$ cat src/rtl/grf_write_sched.sv
// grf_write_sched: schedules the single register-file write port between
// the pipeline writeback and long-latency aux results (MDU / load return).
// Writeback always wins. Aux results wait in a 2-entry FIFO and drain in
// free slots. A pending scoreboard tracks registers that still await an aux
// result, and a starvation counter asks the pipeline to back off when the
// FIFO head has been blocked for too long.
module grf_write_sched #(
    parameter int STARVE_LIM = 8
) (
    input  logic        clk,
    input  logic        reset,
    input  logic        wb_we,
    input  logic [4:0]  wb_addr,
    input  logic [31:0] wb_data,
    input  logic [31:0] wb_pc,
    input  logic        aux_valid,
    input  logic [4:0]  aux_addr,
    input  logic [31:0] aux_data,
    input  logic [31:0] aux_pc,
    output logic        aux_ready,
    input  logic        sb_set,
    input  logic [4:0]  sb_addr,
    input  logic [4:0]  q_a1,
    input  logic [4:0]  q_a2,
    output logic        q_busy1,
    output logic        q_busy2,
    output logic        grf_we,
    output logic [4:0]  grf_a3,
    output logic [31:0] grf_wd,
    output logic [31:0] grf_pc,
    output logic        wb_stall
);

    localparam int CW = $clog2(STARVE_LIM + 1);
    localparam logic [CW-1:0] LIM = CW'(STARVE_LIM);

    // Two-entry aux FIFO kept as a shift register: slot 0 is always the head.
    logic [4:0]    r_fifoAddr [2];
    logic [31:0]   r_fifoData [2];
    logic [31:0]   r_fifoPc   [2];
    logic [1:0]    r_count;

    logic [31:0]   r_pending;
    logic [CW-1:0] r_starve;
    logic          r_stall;

    logic          r_grfWe;
    logic [4:0]    r_grfA3;
    logic [31:0]   r_grfWd;
    logic [31:0]   r_grfPc;

    logic          w_auxReady;
    logic          w_wbReq;
    logic          w_pop;
    logic          w_push;
    logic          w_pushIdx;
    logic [31:0]   w_pendNext;
    logic [CW-1:0] w_starveNext;

    // Readiness only looks at occupancy, never at a same-cycle pop.
    assign w_auxReady = (r_count != 2'd2);
    assign aux_ready  = w_auxReady;
    assign q_busy1    = r_pending[q_a1];
    assign q_busy2    = r_pending[q_a2];
    assign grf_we     = r_grfWe;
    assign grf_a3     = r_grfA3;
    assign grf_wd     = r_grfWd;
    assign grf_pc     = r_grfPc;
    assign wb_stall   = r_stall;

    // Arbitration, FIFO slot selection, next pending vector and starvation count.
    always_comb begin
        w_wbReq      = wb_we && (wb_addr != 5'd0);
        w_pop        = !w_wbReq && (r_count != 2'd0);
        w_push       = aux_valid && w_auxReady && (aux_addr != 5'd0);
        // With a pop the tail moves down one slot, so the new entry lands one lower.
        w_pushIdx    = w_pop ? (r_count == 2'd2) : (r_count == 2'd1);

        w_pendNext   = r_pending;
        if (w_pop) begin
            w_pendNext[r_fifoAddr[0]] = 1'b0;
        end
        if (sb_set && (sb_addr != 5'd0)) begin
            w_pendNext[sb_addr] = 1'b1;
        end

        w_starveNext = r_starve;
        if ((r_count == 2'd0) || w_pop) begin
            w_starveNext = '0;
        end else if (r_starve != LIM) begin
            w_starveNext = r_starve + 1'b1;
        end
    end

    // FIFO storage: shift on pop, then write the pushed entry (may overwrite the shifted slot).
    always_ff @(posedge clk) begin
        if (reset) begin
            r_count <= 2'd0;
        end else begin
            if (w_pop) begin
                r_fifoAddr[0] <= r_fifoAddr[1];
                r_fifoData[0] <= r_fifoData[1];
                r_fifoPc[0]   <= r_fifoPc[1];
            end
            if (w_push) begin
                r_fifoAddr[w_pushIdx] <= aux_addr;
                r_fifoData[w_pushIdx] <= aux_data;
                r_fifoPc[w_pushIdx]   <= aux_pc;
            end
            r_count <= r_count + {1'b0, w_push} - {1'b0, w_pop};
        end
    end

    // Scoreboard and starvation state; stall mirrors the counter sitting at its limit.
    always_ff @(posedge clk) begin
        if (reset) begin
            r_pending <= '0;
            r_starve  <= '0;
            r_stall   <= 1'b0;
        end else begin
            r_pending <= w_pendNext;
            r_starve  <= w_starveNext;
            r_stall   <= (w_starveNext == LIM);
        end
    end

    // Registered GRF write port; address/data/pc hold when no write is issued.
    always_ff @(posedge clk) begin
        if (reset) begin
            r_grfWe <= 1'b0;
            r_grfA3 <= 5'd0;
            r_grfWd <= 32'd0;
            r_grfPc <= 32'd0;
        end else begin
            r_grfWe <= w_wbReq || w_pop;
            if (w_wbReq) begin
                r_grfA3 <= wb_addr;
                r_grfWd <= wb_data;
                r_grfPc <= wb_pc;
            end else if (w_pop) begin
                r_grfA3 <= r_fifoAddr[0];
                r_grfWd <= r_fifoData[0];
                r_grfPc <= r_fifoPc[0];
            end
        end
    end

endmodule

$ cat config.mk
export PLATFORM = sky130hd
export DESIGN_NAME = grf_write_sched
export DESIGN_NICKNAME = d
export VERILOG_FILES = /design/src/rtl/grf_write_sched.sv
export SDC_FILE = /design/constraint.sdc
export NUM_CORES = 1
export LEC_CHECK = 0
export ABC_AREA = 1
export BUFFER_PORTS_ARGS = -buffer_cell sky130_fd_sc_hd__buf_2
export CORE_MARGIN = 8
export CORE_UTILIZATION = 35
export DETAILED_ROUTE_END_ITERATION = 6
export PLACE_DENSITY = 0.58
export SYNTH_ARGS = -nofsm -noshare
export SYNTH_HDL_FRONTEND = slang
export SYNTH_SLANG_ARGS = --single-unit
$ cat constraint.sdc
create_clock -name clk -period 6.5 [get_ports clk]
set_clock_uncertainty 0.2 [all_clocks]
set_input_delay 0.65 -clock clk [delete_from_list [all_inputs] [get_ports clk]]
set_output_delay 0.65 -clock clk [all_outputs]
set_load 0.03 [all_outputs]
==> metrics <==
GP Congestion between 0.8 and 0.9; CP Max Fanout 70; Peak VDD IR 218.6 uV; starting density of the core 0.3522; Area Overhead vs Synth 20.83%; outcome complete, no violations; Max Cap Viol 0; Cells after Synth 1303; Avg Inst Size Synth 8.441 um2; # DRC 0; I/O Buffers 231; layout cells sized above 1 0.1958; Final min period 3.780 ns; Slew headroom 0.3094; CP required approximately 6.4 ns; Initial DRC Count just under 600; vias in the first global route 9208; WHS Endpoint r_fifoData[1][1]$_DFFE_PP_; final worst path period share 0.5816; Max Slew Vio Count 0; number of gates resized after CTS 0; WL met1 13.62 mm; Final #Nets 1664; Finished Layout Cells 1925; # setup viols final 0; Top cell by count, worst path buf_4; grt total ovfl 0; final hold violation count 0; unrepaired setup endpoints after global routing false; DR WL met3 2.443 mm; DIE AREA 37350 um2; Placed Instance Area 12340 um2; cell family with most CP delay buffers and inverters; Rows 65; Worst EP arrival ~3.7 ns; maximum buffer depth of the clock tree 3; largest net degree at the start of global routing 79; flop2flop setup slack about 2.7 ns; most instantiated cells after synthesis nand2_1 (476), edfxtp_1 (138), nand3_1 (136); critical register-to-register path endpoint r_fifoData[0][29]$_DFFE_PP_; Yosys warnings 0; critical path class register to register; top-count cell post-synth nand2_1; DR top layer met5; Post-synth EDFFs 138; post-CTS setup repair buffer count 0; detailed-route wire length 32.30 mm; Inst Count DP between 1500 and 2000; Crit. Startpoint r_count[0]$_SDFF_PP0_; worst-margin pin slew 1.035 ns; r2r startpoint r_count[0]$_SDFF_PP0_; CTS sink count 247; CTS tree yes; Levels on crit path 8; DIE WIDTH a little under 200 um; via/cell ratio 4.858; hold buffer count at CTS 0; Worst-path clk slew 0.06 ns; power density cells between 300 and 400 nW/um2; first-pass GRT wire length slightly above 50 mm; top post-synthesis cells by area edfxtp_1 (38%), dfxtp_1 (20%), nand2_1 (16%), nand3_1 (6.2%), o21ai_0 (5.2%); num ports approximately 230; post-route ant nets 0; CTS Buf Count 27; top cell type's share of synthesized area 0.3768; area leader, netlist edfxtp_1; clk root buf clkbuf_16; Mapped Area roughly 11000 um2; antenna violations before repair 8; DR vias 9351; Top FF cell, synth edfxtp_1; synthesized flop and latch total 247; TNS Setup 0 ns; number of distinct library cells after synthesis 31; fmax 0.2645 GHz; Synth Net Count about 1500; Final Cell Area 13290 um2; Max stage delay on crit path around 0.77 ns; Leak Pwr 6.014 nW; CP max-delay cell buf_4; crit-path cells inv_1, nand2_1, nand3_2, nor2_4, buf_4, nand2_4, o21ai_4, buf_4; met2 wire length between 15 and 20 mm; CTS H-tree lvls 1; Synth async-reset ratio 0; drt pass-1 iters 5; depth of the worst hold-timing path 1; core region area 31230 um2; r2r worst-path depth 8; Startpoint Class register; HPWL after DPL between 20 and 25 mm; gr usage total 0.1659; CP endpoint kind register; Die Ht 193.3 um; clock latency on the worst-skew pair 0.52 ns; WP buf/inv 3; Avg WL per Cell ~17 um; min-delay worst type input port to register; Hold Crit Start aux_data[1]; sequential area share after synthesis 0.5752
[area by class of cell]
cell class / count / area [um2]
Multi-Input combinational cell: 874 / 3860
Timing Repair Buffer: 240 / 1226
Fill cell: 3176 / 17940
Clock buffer: 36 / 780.7
Sequential cell: 247 / 6326
Inverter: 112 / 420.4
Antenna cell: 1 / 2.502
Clock inverter: 13 / 170.2
Tap cell: 402 / 503.0
[worst register-to-register path, delay by kind of cell (launching register included)]
kind	cells	cell delay, ns
compound gates	1	0.19
flops	1	0.40
simple gates	4	1.11
buf+inv	3	1.48
[metrics by stage]
step	hold WS, ns	utilization	power (mW)	setup slack [ns]
after detailed placement	0.2287	0.3950	3.154	2.402
after global routing	0.09103	0.4254	4.963	2.429
after floorplan	0.2190	-	2.818	1.465
after global placement	0.2260	0.3950	3.140	2.426
after CTS	0.08803	0.4254	4.781	2.635
final	0.1137	0.4255	4.716	2.720
[registers in the layout (all words and copies together), names as in the netlist]
register / cells
r_starve: 4
grf_we: 1
grf_a3: 5
r_pending: 32
r_count: 2
r_fifoData: 64
r_fifoAddr: 10
wb_stall: 1
grf_wd: 32
r_fifoPc: 64
grf_pc: 32
[layout by cell type, fill, tap and decap left out]
| cell | synthesis | final |
|---|---|---|
| o21ai_1 | 12 | 12 |
| nand4_1 | 2 | 2 |
| nand2_4 | 1 | 2 |
| a31oi_1 | 1 | 1 |
| nor4_1 | 1 | 1 |
| buf_2 | 26 | 230 |
| nand2_1 | 476 | 476 |
| edfxtp_1 | 138 | 138 |
| or2_2 | 1 | 1 |
| nand3_2 | 1 | 1 |
| dfxtp_1 | 109 | 109 |
| o21ai_4 | 1 | 2 |
| clkbuf_16 | 0 | 28 |
| nor2_1 | 33 | 33 |
| diode_2 | 0 | 1 |
| a21oi_1 | 72 | 72 |
| o21ai_0 | 114 | 113 |
| nor3_4 | 0 | 1 |
| nand3b_1 | 1 | 1 |
| xor2_1 | 3 | 3 |
| buf_4 | 8 | 10 |
| nor2_4 | 2 | 3 |
| clkinv_4 | 0 | 1 |
| ha_1 | 4 | 4 |
| clkbuf_8 | 0 | 5 |
| inv_2 | 2 | 2 |
| o21a_1 | 1 | 1 |
| inv_4 | 0 | 1 |
| inv_1 | 110 | 110 |
| clkbuf_1 | 20 | 3 |
| clkinv_2 | 0 | 7 |
| nand3_1 | 136 | 136 |
| nor3_1 | 10 | 9 |
| bufinv_16 | 0 | 4 |
[layer usage]
| layer | up-vias | GRT usage |
|---|---|---|
| met1 | 4284 | 0.2077 |
| met2 | 309 | 0.2711 |
| li1 | 4673 | - |
| met3 | 71 | 0.04738 |
| met5 | - | 0 |
| met4 | 14 | 0.05758 |
[report_power, final]
part	switching [mW]	internal (mW)	leakage, nW
clock	0.615	1.00	0.477
combinational	0.815	0.271	3.36
sequential	0.0964	1.92	2.17
total	1.53	3.19	6.01
[cell families (layout without fill, tap and decap cells)]
family,Yosys count,in the layout,share of synthesized area
simple gates,666,666,0.2482
other cells,0,1,0
flops,247,247,0.5752
xor+xnor,3,3,0.002390
buf+inv,182,401,0.07679
fa+ha+maj,4,4,0.004551
compound gates,201,201,0.09283
[worst max path at each step]
stage | endpoint | slack [ns]
detailed placement | r_fifoPc[0][4]$_DFFE_PP_ | 2.40
global route | r_fifoPc[0][19]$_DFFE_PP_ | 2.43
CTS | r_fifoData[0][26]$_DFFE_PP_ | 2.64
floorplan | r_fifoAddr[0][0]$_DFFE_PP_ | 1.47
finish | r_fifoData[0][29]$_DFFE_PP_ | 2.72
global placement | r_fifoPc[0][4]$_DFFE_PP_ | 2.43
No activity file was read; power rests on OpenSTA's default activity.
